==> src/rtl/cam_dvp_pkg.sv <==
// Shared types and constants for the DVP camera source: FSM states, colour-bar table
// and the on-board (VGA) timing defaults.
package cam_dvp_pkg;

  typedef enum logic [2:0] {
    IDLE   = 3'd0,
    VSYNC  = 3'd1,
    VBACK  = 3'd2,
    ACTIVE = 3'd3,
    VFRONT = 3'd4
  } state_e;

  localparam int BOARD_H_ACTIVE    = 640;
  localparam int BOARD_H_BLANK     = 144;
  localparam int BOARD_V_ACTIVE    = 480;
  localparam int BOARD_VSYNC_LINES = 3;
  localparam int BOARD_V_BACK      = 17;
  localparam int BOARD_V_FRONT     = 10;

  // RGB565 colours of the eight vertical bars, left to right.
  function automatic logic [15:0] cbar_color(input logic [2:0] idx);
    case (idx)
      3'd0:    return 16'hFFFF;
      3'd1:    return 16'hFFE0;
      3'd2:    return 16'h07FF;
      3'd3:    return 16'h07E0;
      3'd4:    return 16'hF81F;
      3'd5:    return 16'hF800;
      3'd6:    return 16'h001F;
      default: return 16'h0000;
    endcase
  endfunction

endpackage

==> src/rtl/cam_pclk_div.sv <==
// Pixel-clock divider: Pclk toggles every PCLK_DIV clk cycles while run is high,
// and is held low otherwise. Ticks mark the clk edge on which Pclk will change.
module cam_pclk_div #(
  parameter int PCLK_DIV = 1
) (
  input  logic clk,
  input  logic rst,
  input  logic run,
  output logic pclk_o,
  output logic rise_tick_o,
  output logic fall_tick_o
);

  localparam int CW = (PCLK_DIV > 1) ? $clog2(PCLK_DIV) : 1;

  logic [CW-1:0] cnt_q;
  logic          pclk_q;
  logic          half_done;

  assign half_done = run && (cnt_q == CW'(PCLK_DIV - 1));

  always_ff @(posedge clk) begin
    if (rst || !run) begin
      cnt_q  <= '0;
      pclk_q <= 1'b0;
    end else if (half_done) begin
      cnt_q  <= '0;
      pclk_q <= ~pclk_q;
    end else begin
      cnt_q  <= cnt_q + CW'(1);
    end
  end

  assign pclk_o      = pclk_q;
  assign rise_tick_o = half_done && !pclk_q;
  assign fall_tick_o = half_done && pclk_q;

endmodule

==> src/rtl/camara_dvp_gen.sv <==
// OV7670-style DVP frame source (RGB565, high byte first). Define CAM_COLORBAR_EN for
// eight vertical colour bars; otherwise each line carries a byte ramp.
module camara_dvp_gen #(
  parameter int H_ACTIVE    = 8,
  parameter int H_BLANK     = 4,
  parameter int V_ACTIVE    = 4,
  parameter int VSYNC_LINES = 1,
  parameter int V_BACK      = 1,
  parameter int V_FRONT     = 1,
  parameter int PCLK_DIV    = 1
) (
  input  logic       clk,
  input  logic       rst,
  input  logic       enable,
  input  logic       Reset,
  input  logic       PWDN,
  output logic       Vsync,
  output logic       Href,
  output logic       Pclk,
  output logic [7:0] Imagen,
  output logic       frame_done
);

  import cam_dvp_pkg::*;

  localparam int LINE  = 2 * H_ACTIVE + H_BLANK;
  localparam int BW    = (LINE > 1) ? $clog2(LINE) : 1;
  localparam int VM1   = (VSYNC_LINES > V_BACK) ? VSYNC_LINES : V_BACK;
  localparam int VM2   = (V_ACTIVE > V_FRONT) ? V_ACTIVE : V_FRONT;
  localparam int VMAX  = (VM1 > VM2) ? VM1 : VM2;
  localparam int LW    = (VMAX > 1) ? $clog2(VMAX) : 1;
  localparam int BAR_W = H_ACTIVE / 8;

  state_e        state_q, state_d;
  logic [BW-1:0] byte_q, byte_d;
  logic [LW-1:0] line_q, line_d;
  logic          vsync_q, href_q, done_q, done_d, href_d, wrap;
  logic [7:0]    img_q;
  logic          rst_c, run, fall_tick, rise_tick_unused;

  function automatic logic [LW-1:0] last_line(input state_e s);
    case (s)
      VSYNC:   return LW'(VSYNC_LINES - 1);
      VBACK:   return LW'(V_BACK - 1);
      ACTIVE:  return LW'(V_ACTIVE - 1);
      default: return LW'(V_FRONT - 1);
    endcase
  endfunction

  function automatic logic [7:0] pattern_byte(input logic [BW-1:0] b);
`ifdef CAM_COLORBAR_EN
    logic [BW-1:0] bar;
    logic [15:0]   col;
    bar = (b >> 1) / BW'(BAR_W);
    col = cbar_color(3'(bar));
    return b[0] ? col[7:0] : col[15:8];
`else
    return 8'(b);
`endif
  endfunction

  // The capture-side Reset is active-low and behaves exactly like rst.
  assign rst_c = rst || !Reset;
  assign run   = !PWDN && ((state_q != IDLE) || enable);

  cam_pclk_div #(.PCLK_DIV(PCLK_DIV)) u_div (
    .clk        (clk),
    .rst        (rst_c),
    .run        (run),
    .pclk_o     (Pclk),
    .rise_tick_o(rise_tick_unused),
    .fall_tick_o(fall_tick)
  );

  always_comb begin
    state_d = state_q;
    byte_d  = byte_q;
    line_d  = line_q;
    done_d  = 1'b0;
    wrap    = (byte_q == BW'(LINE - 1));
    if (state_q == IDLE) begin
      state_d = VSYNC;
      byte_d  = '0;
      line_d  = '0;
    end else begin
      byte_d = wrap ? '0 : byte_q + BW'(1);
      if (wrap) begin
        if (line_q == last_line(state_q)) begin
          line_d = '0;
          case (state_q)
            VSYNC:   state_d = VBACK;
            VBACK:   state_d = ACTIVE;
            ACTIVE:  state_d = VFRONT;
            VFRONT: begin
              done_d  = 1'b1;
              state_d = enable ? VSYNC : IDLE;
            end
            default: state_d = IDLE;
          endcase
        end else begin
          line_d = line_q + LW'(1);
        end
      end
    end
    href_d = (state_d == ACTIVE) && (byte_d < BW'(2 * H_ACTIVE));
  end

  // Everything visible on the bus moves only on the Pclk falling edge.
  always_ff @(posedge clk) begin
    if (rst_c) begin
      state_q <= IDLE;
      byte_q  <= '0;
      line_q  <= '0;
      vsync_q <= 1'b0;
      href_q  <= 1'b0;
      img_q   <= 8'h00;
      done_q  <= 1'b0;
    end else if (PWDN) begin
      state_q <= IDLE;
      vsync_q <= 1'b0;
      href_q  <= 1'b0;
      img_q   <= 8'h00;
      done_q  <= 1'b0;
    end else if (fall_tick) begin
      state_q <= state_d;
      byte_q  <= byte_d;
      line_q  <= line_d;
      vsync_q <= (state_d == VSYNC);
      href_q  <= href_d;
      img_q   <= href_d ? pattern_byte(byte_d) : 8'h00;
      done_q  <= done_d;
    end else begin
      done_q  <= 1'b0;
    end
  end

  assign Vsync      = vsync_q;
  assign Href       = href_q;
  assign Imagen     = img_q;
  assign frame_done = done_q;

endmodule

==> config.mk <==
export PLATFORM = sky130hd
export DESIGN_NAME = camara_dvp_gen
export DESIGN_NICKNAME = d
export VERILOG_FILES = /design/src/rtl/cam_dvp_pkg.sv /design/src/rtl/cam_pclk_div.sv /design/src/rtl/camara_dvp_gen.sv
export SDC_FILE = /design/constraint.sdc
export NUM_CORES = 1
export LEC_CHECK = 0
export BUFFER_PORTS_ARGS = -buffer_cell sky130_fd_sc_hd__clkbuf_2
export CORE_ASPECT_RATIO = 1.4
export CORE_MARGIN = 5
export CORE_UTILIZATION = 50
export CTS_CLUSTER_DIAMETER = 120
export DETAILED_ROUTE_END_ITERATION = 8
export GPL_ROUTABILITY_DRIVEN = 0
export GPL_TIMING_DRIVEN = 1
export PLACE_DENSITY = 0.8
export SLEW_MARGIN = 20
export SYNTH_ARGS = -nofsm -noshare
export SYNTH_HDL_FRONTEND = slang
export SYNTH_HIERARCHICAL = 1
export SYNTH_SLANG_ARGS = --single-unit
==> constraint.sdc <==
create_clock -name clk -period 2.12 [get_ports clk]
set_clock_uncertainty 0.05 [all_clocks]
set_input_delay 0.424 -clock clk [delete_from_list [all_inputs] [get_ports clk]]
set_output_delay 0.424 -clock clk [all_outputs]
set_load 0.005 [all_outputs]
==> reports/results.ini, run 1 <==
[sta]
rsz0062_at_grt=false
finalCritPeriodShare=0.920
setup_tns_ns=0
slew_headroom=0.593
clock.fmax_mhz=513
maxSlewViolCount=0
layout_min_cycle_time_ns=1.95
hold_slack_ns=0.295
setup_viol_count_final=0
worst_pin_slew_ns=0.606
finalHoldViolations=0

[floorplanning]
core-area_mm2=0.00218
rows=20
pin_count=17
initial_core_util=0.521
die_w_um=50.3
die_h_um=66.4
die-area_mm2=0.00334

[clock_tree]
cts-root-buf=clkbuf_4
clkTransAtPathRegs_ns=0.12
post_cts_buffers=0
hold_buffers=0
cts_resized=0
clk_latency_ns=0.31
cts_made_buffers=3
cts_tree=done
cts_sinks=20
htreeDepth=1
clk_path_buf_depth=2

[routing]
drt-pass1-iter-count=5
antenna_left=0
drtIter0Drc=24
viasPerCell=5.90
wl_per_cell_um=14.4
routed-via-count=1003
drc=0
wl_um=2460

[synthesis]
syn_area_mm2=0.00113
netlist_instances=132
yosysWarningCount=6
syn_avg_cell_area_um2=8.60

[final_layout]
multi_input_area_um2=673
area_growth_pct=12.8
nFillCells=198
layout.nets=155
layout-drive-gt1-share=0.264
register_area_um2=402
antenna_cells=0

[setup_path]
cp-end-kind=flip-flop
crit_chain=ha_2 -> nand4bb_4 -> a2111oi_4 -> o311a_2 -> nand4_2 -> o31ai_1
crit_path_max_fanout=6
slowest_delay_ns=0.39
worst-endpoint-required_ns=2.30
path_class=flip-flop to flip-flop
cp.arrival_ns=2.14
r2r_slack_ns=0.17
slowest_stage=dfxtp_2
crit_path_start_kind=flip-flop

[outcome]
status=finished clean

[power]
power_density_mw_per_mm2=561
irDropWorstVdd_mv=0.466
power.leakage_nw=0.487

[placed_design]
port_buffers=13
dp_hpwl_um=1920

[grt]
grt_usage=0.162
grt-ovfl-total=0
grt_start_max_net_pins=15
grt_pass1_vias=957
antenna_found_initial=0
grt_pass1_wl_um=4210

[hold_path]
hp-class=input port to flip-flop

[run]
max_cap_viol_count=0

==> per-layer routing <==
layer,track usage,routed length [µm],vias to the layer above
met1,0.179,981,465
met5,0,0,-
met2,0.277,1280,31
met3,0.0361,118,9
met4,0.0951,74,0
li1,-,-,498
==> registers in the layout (all words and copies together), names as in the netlist <==
| register | flops |
|---|---|
| byte_q | 5 |
| Href | 1 |
| u_div/pclk_o | 1 |
| frame_done | 1 |
| u_div/cnt_q | 1 |
| state_q | 3 |
| Imagen | 5 |
| Vsync | 1 |
| line_q | 2 |
==> critical path, delay by kind of cell (launching register included) <==
| family | cells | cell delay [ns] |
|---|---|---|
| simple gates | 2 | 0.34 |
| compound gates | 3 | 0.86 |
| flops | 1 | 0.39 |
| fa+ha+maj | 1 | 0.23 |
==> cell usage in the layout (no fill, tap or decap), types with 2 or more instances in the layout <==
cell type / instances
dfxtp_1: 19
nor2_1: 16
clkbuf_2: 13
nand2_1: 11
a21oi_1: 9
buf_4: 7
nand3_1: 6
nor3_1: 6
o21ai_0: 4
o31ai_1: 4
conb_1: 4
nand2b_1: 3
a31oi_1: 3
nand3b_1: 3
clkbuf_4: 3
inv_1: 2
and2_1: 2
mux2_2: 2
xnor2_1: 2
xor2_1: 2
mux2i_1: 2
a21boi_0: 2
==> report_power, final <==
| group | internal [mW] | switching [mW] |
|---|---|---|
| clock | 0.191 | 0.130 |
| sequential | 0.377 | 0.000953 |
| combinational | 0.00769 | 0.0119 |
==> path summary, 6_finish.rpt <==
check,cells past startpoint,startpoint,to
max,6,byte_q[0],Imagen[3]
min,2,PWDN,state_q[2]
max reg2reg,6,byte_q[0],Imagen[3]
min reg2reg,2,Href,Href
==> metrics by stage <==
step                std cells  worst slack [ns]  power (mW)  cell area, µm²  utilization
finish                    170             0.169       0.719            1280        0.588
global route              170            0.0244       0.737            1280        0.588
CTS                       170            0.0700       0.719            1270        0.583
detailed placement        166             0.101       0.406            1220        0.559
global placement          166             0.136       0.405            1220        0.559
floorplan                 134            0.0565       0.402            1140            -
==> area by class of cell <==
cell class	instances	area share
clock buffer	3	0.0176
clock inverter	1	0.0235
inverter	2	0.00587
multi-input combinational	102	0.526
sequential	20	0.314
tap	22	0.0215
timing repair buffer	20	0.0919
(Power assumes the default switching activity.)
==> run 2, diff against run 1 <==
--- a/config.mk
+++ b/config.mk
@@ -8,12 +8,12 @@
 export BUFFER_PORTS_ARGS = -buffer_cell sky130_fd_sc_hd__clkbuf_2
 export CORE_ASPECT_RATIO = 1.4
 export CORE_MARGIN = 5
-export CORE_UTILIZATION = 50
+export CORE_UTILIZATION = 40
 export CTS_CLUSTER_DIAMETER = 120
 export DETAILED_ROUTE_END_ITERATION = 8
 export GPL_ROUTABILITY_DRIVEN = 0
 export GPL_TIMING_DRIVEN = 1
-export PLACE_DENSITY = 0.8
+export PLACE_DENSITY = 0.68
 export SLEW_MARGIN = 20
 export SYNTH_ARGS = -nofsm -noshare
 export SYNTH_HDL_FRONTEND = slang
==> reports/results.ini, run 2 (synthesized netlist as in run 1, its figures left out) <==
[outcome]
status=finished clean

[floorplanning]
die_w_um=55.0
initial_core_util=0.407
pin_count=17
die_h_um=73.0
rows=23
core-area_mm2=0.00279
die-area_mm2=0.00402

[routing]
routed-via-count=1041
wl_per_cell_um=14.1
drtIter0Drc=25
antenna_left=0
viasPerCell=5.63
drt-pass1-iter-count=4
drc=0
wl_um=2620

[sta]
clock.fmax_mhz=504
setup_viol_count_final=0
rsz0062_at_grt=false
maxSlewViolCount=0
layout_min_cycle_time_ns=1.99
setup_tns_ns=0
finalCritPeriodShare=0.937
finalHoldViolations=0
setup_slack_ns=0.134

[placed_design]
dpl_worst_slack_ns=0.0937
port_buffers=13
dp_hpwl_um=2000

[clock_tree]
clkTransAtPathRegs_ns=0.07
cts_sinks=20
cts-root-buf=clkbuf_8
clk_path_buf_depth=2
cts_resized=0
cts_made_buffers=3
htreeDepth=1
clk_latency_ns=0.25
cts_tree=done
post_cts_buffers=0
hold_buffers=0

[grt]
grt_pass1_wl_um=4490
antenna_found_initial=0
grt-ovfl-total=0
grt_usage=0.150
grt_pass1_vias=1048
grt_start_max_net_pins=15

[setup_path]
cp-end-kind=flip-flop
critPathTopFamily=simple AND/OR/NAND/NOR gates
path_class=flip-flop to flip-flop
worst-endpoint-required_ns=2.22
slowest_delay_ns=0.50
cp.arrival_ns=2.08
path_common_cell=nor2_1
slowest_stage=or3_2
worstRegToRegCells=8
critPathBufInv=0
crit_chain=or3_2 -> nor2_1 -> nor2_1 -> and3b_2 -> nand2_1 -> nor2_1 -> mux2_2 -> a32o_1
crit_path_max_fanout=3
cp.depth=8
crit_path_start_kind=flip-flop

[power]
power_density_mw_per_mm2=588
power.leakage_nw=0.495
irDropWorstVdd_mv=0.367

[final_layout]
mostFrequentLayoutCell=dfxtp_1
antenna_cells=0
layout-drive-gt1-share=0.264
area_growth_pct=16.1
layout_common_cells=19 x dfxtp_1, 16 x nor2_1, 13 x clkbuf_2
layout.nets=155

[run]
max_cap_viol_count=0

[hold_path]
hold_depth=2
hp-class=input port to flip-flop

## run 2: final timing paths
| check | endpoint | slack (ns) | from |
|---|---|---|---|
| worst max-delay path | state_q[0] | 0.13 | state_q[0] |
| worst max register to register | state_q[0] | 0.13 | state_q[0] |
| worst min-delay path | state_q[2] | 0.36 | PWDN |
| worst min register to register | Href | 0.39 | Href |
## run 2: per-layer routing
metal | wire [µm] | track usage | vias up
li1 | - | - | 497
met1 | 985 | 0.166 | 503
met2 | 1450 | 0.258 | 33
met3 | 107 | 0.0245 | 8
met4 | 70 | 0.0865 | 0
met5 | 0 | 0 | -
## run 2: per-stage QoR
| stage | util | hold slack (ns) | area [µm²] | power [mW] | instances |
|---|---|---|---|---|---|
| after floorplan | - | 0.389 | 1140 | 0.402 | 134 |
| after global placement | 0.443 | 0.380 | 1240 | 0.406 | 181 |
| after detailed placement | 0.443 | 0.384 | 1240 | 0.407 | 181 |
| after CTS | 0.468 | 0.351 | 1310 | 0.788 | 185 |
| after global routing | 0.472 | 0.366 | 1320 | 0.813 | 185 |
| final | 0.472 | 0.356 | 1320 | 0.775 | 185 |
## run 2: layout make-up
| type | instances | area, µm² |
|---|---|---|
| flip-flops and latches | 20 | 402 |
| repair buffers | 20 | 118 |
| fillers | 275 | 1470 |
| clock buffers | 3 | 41.3 |
| well taps | 37 | 46.3 |
| multi-input cells | 102 | 673 |
| inverters | 2 | 7.51 |
| clock inverters | 1 | 30.0 |
## run 2: power by group
group	switching, mW	internal, mW
registers	0.00111	0.377
logic	0.0128	0.00770
clock network	0.125	0.252
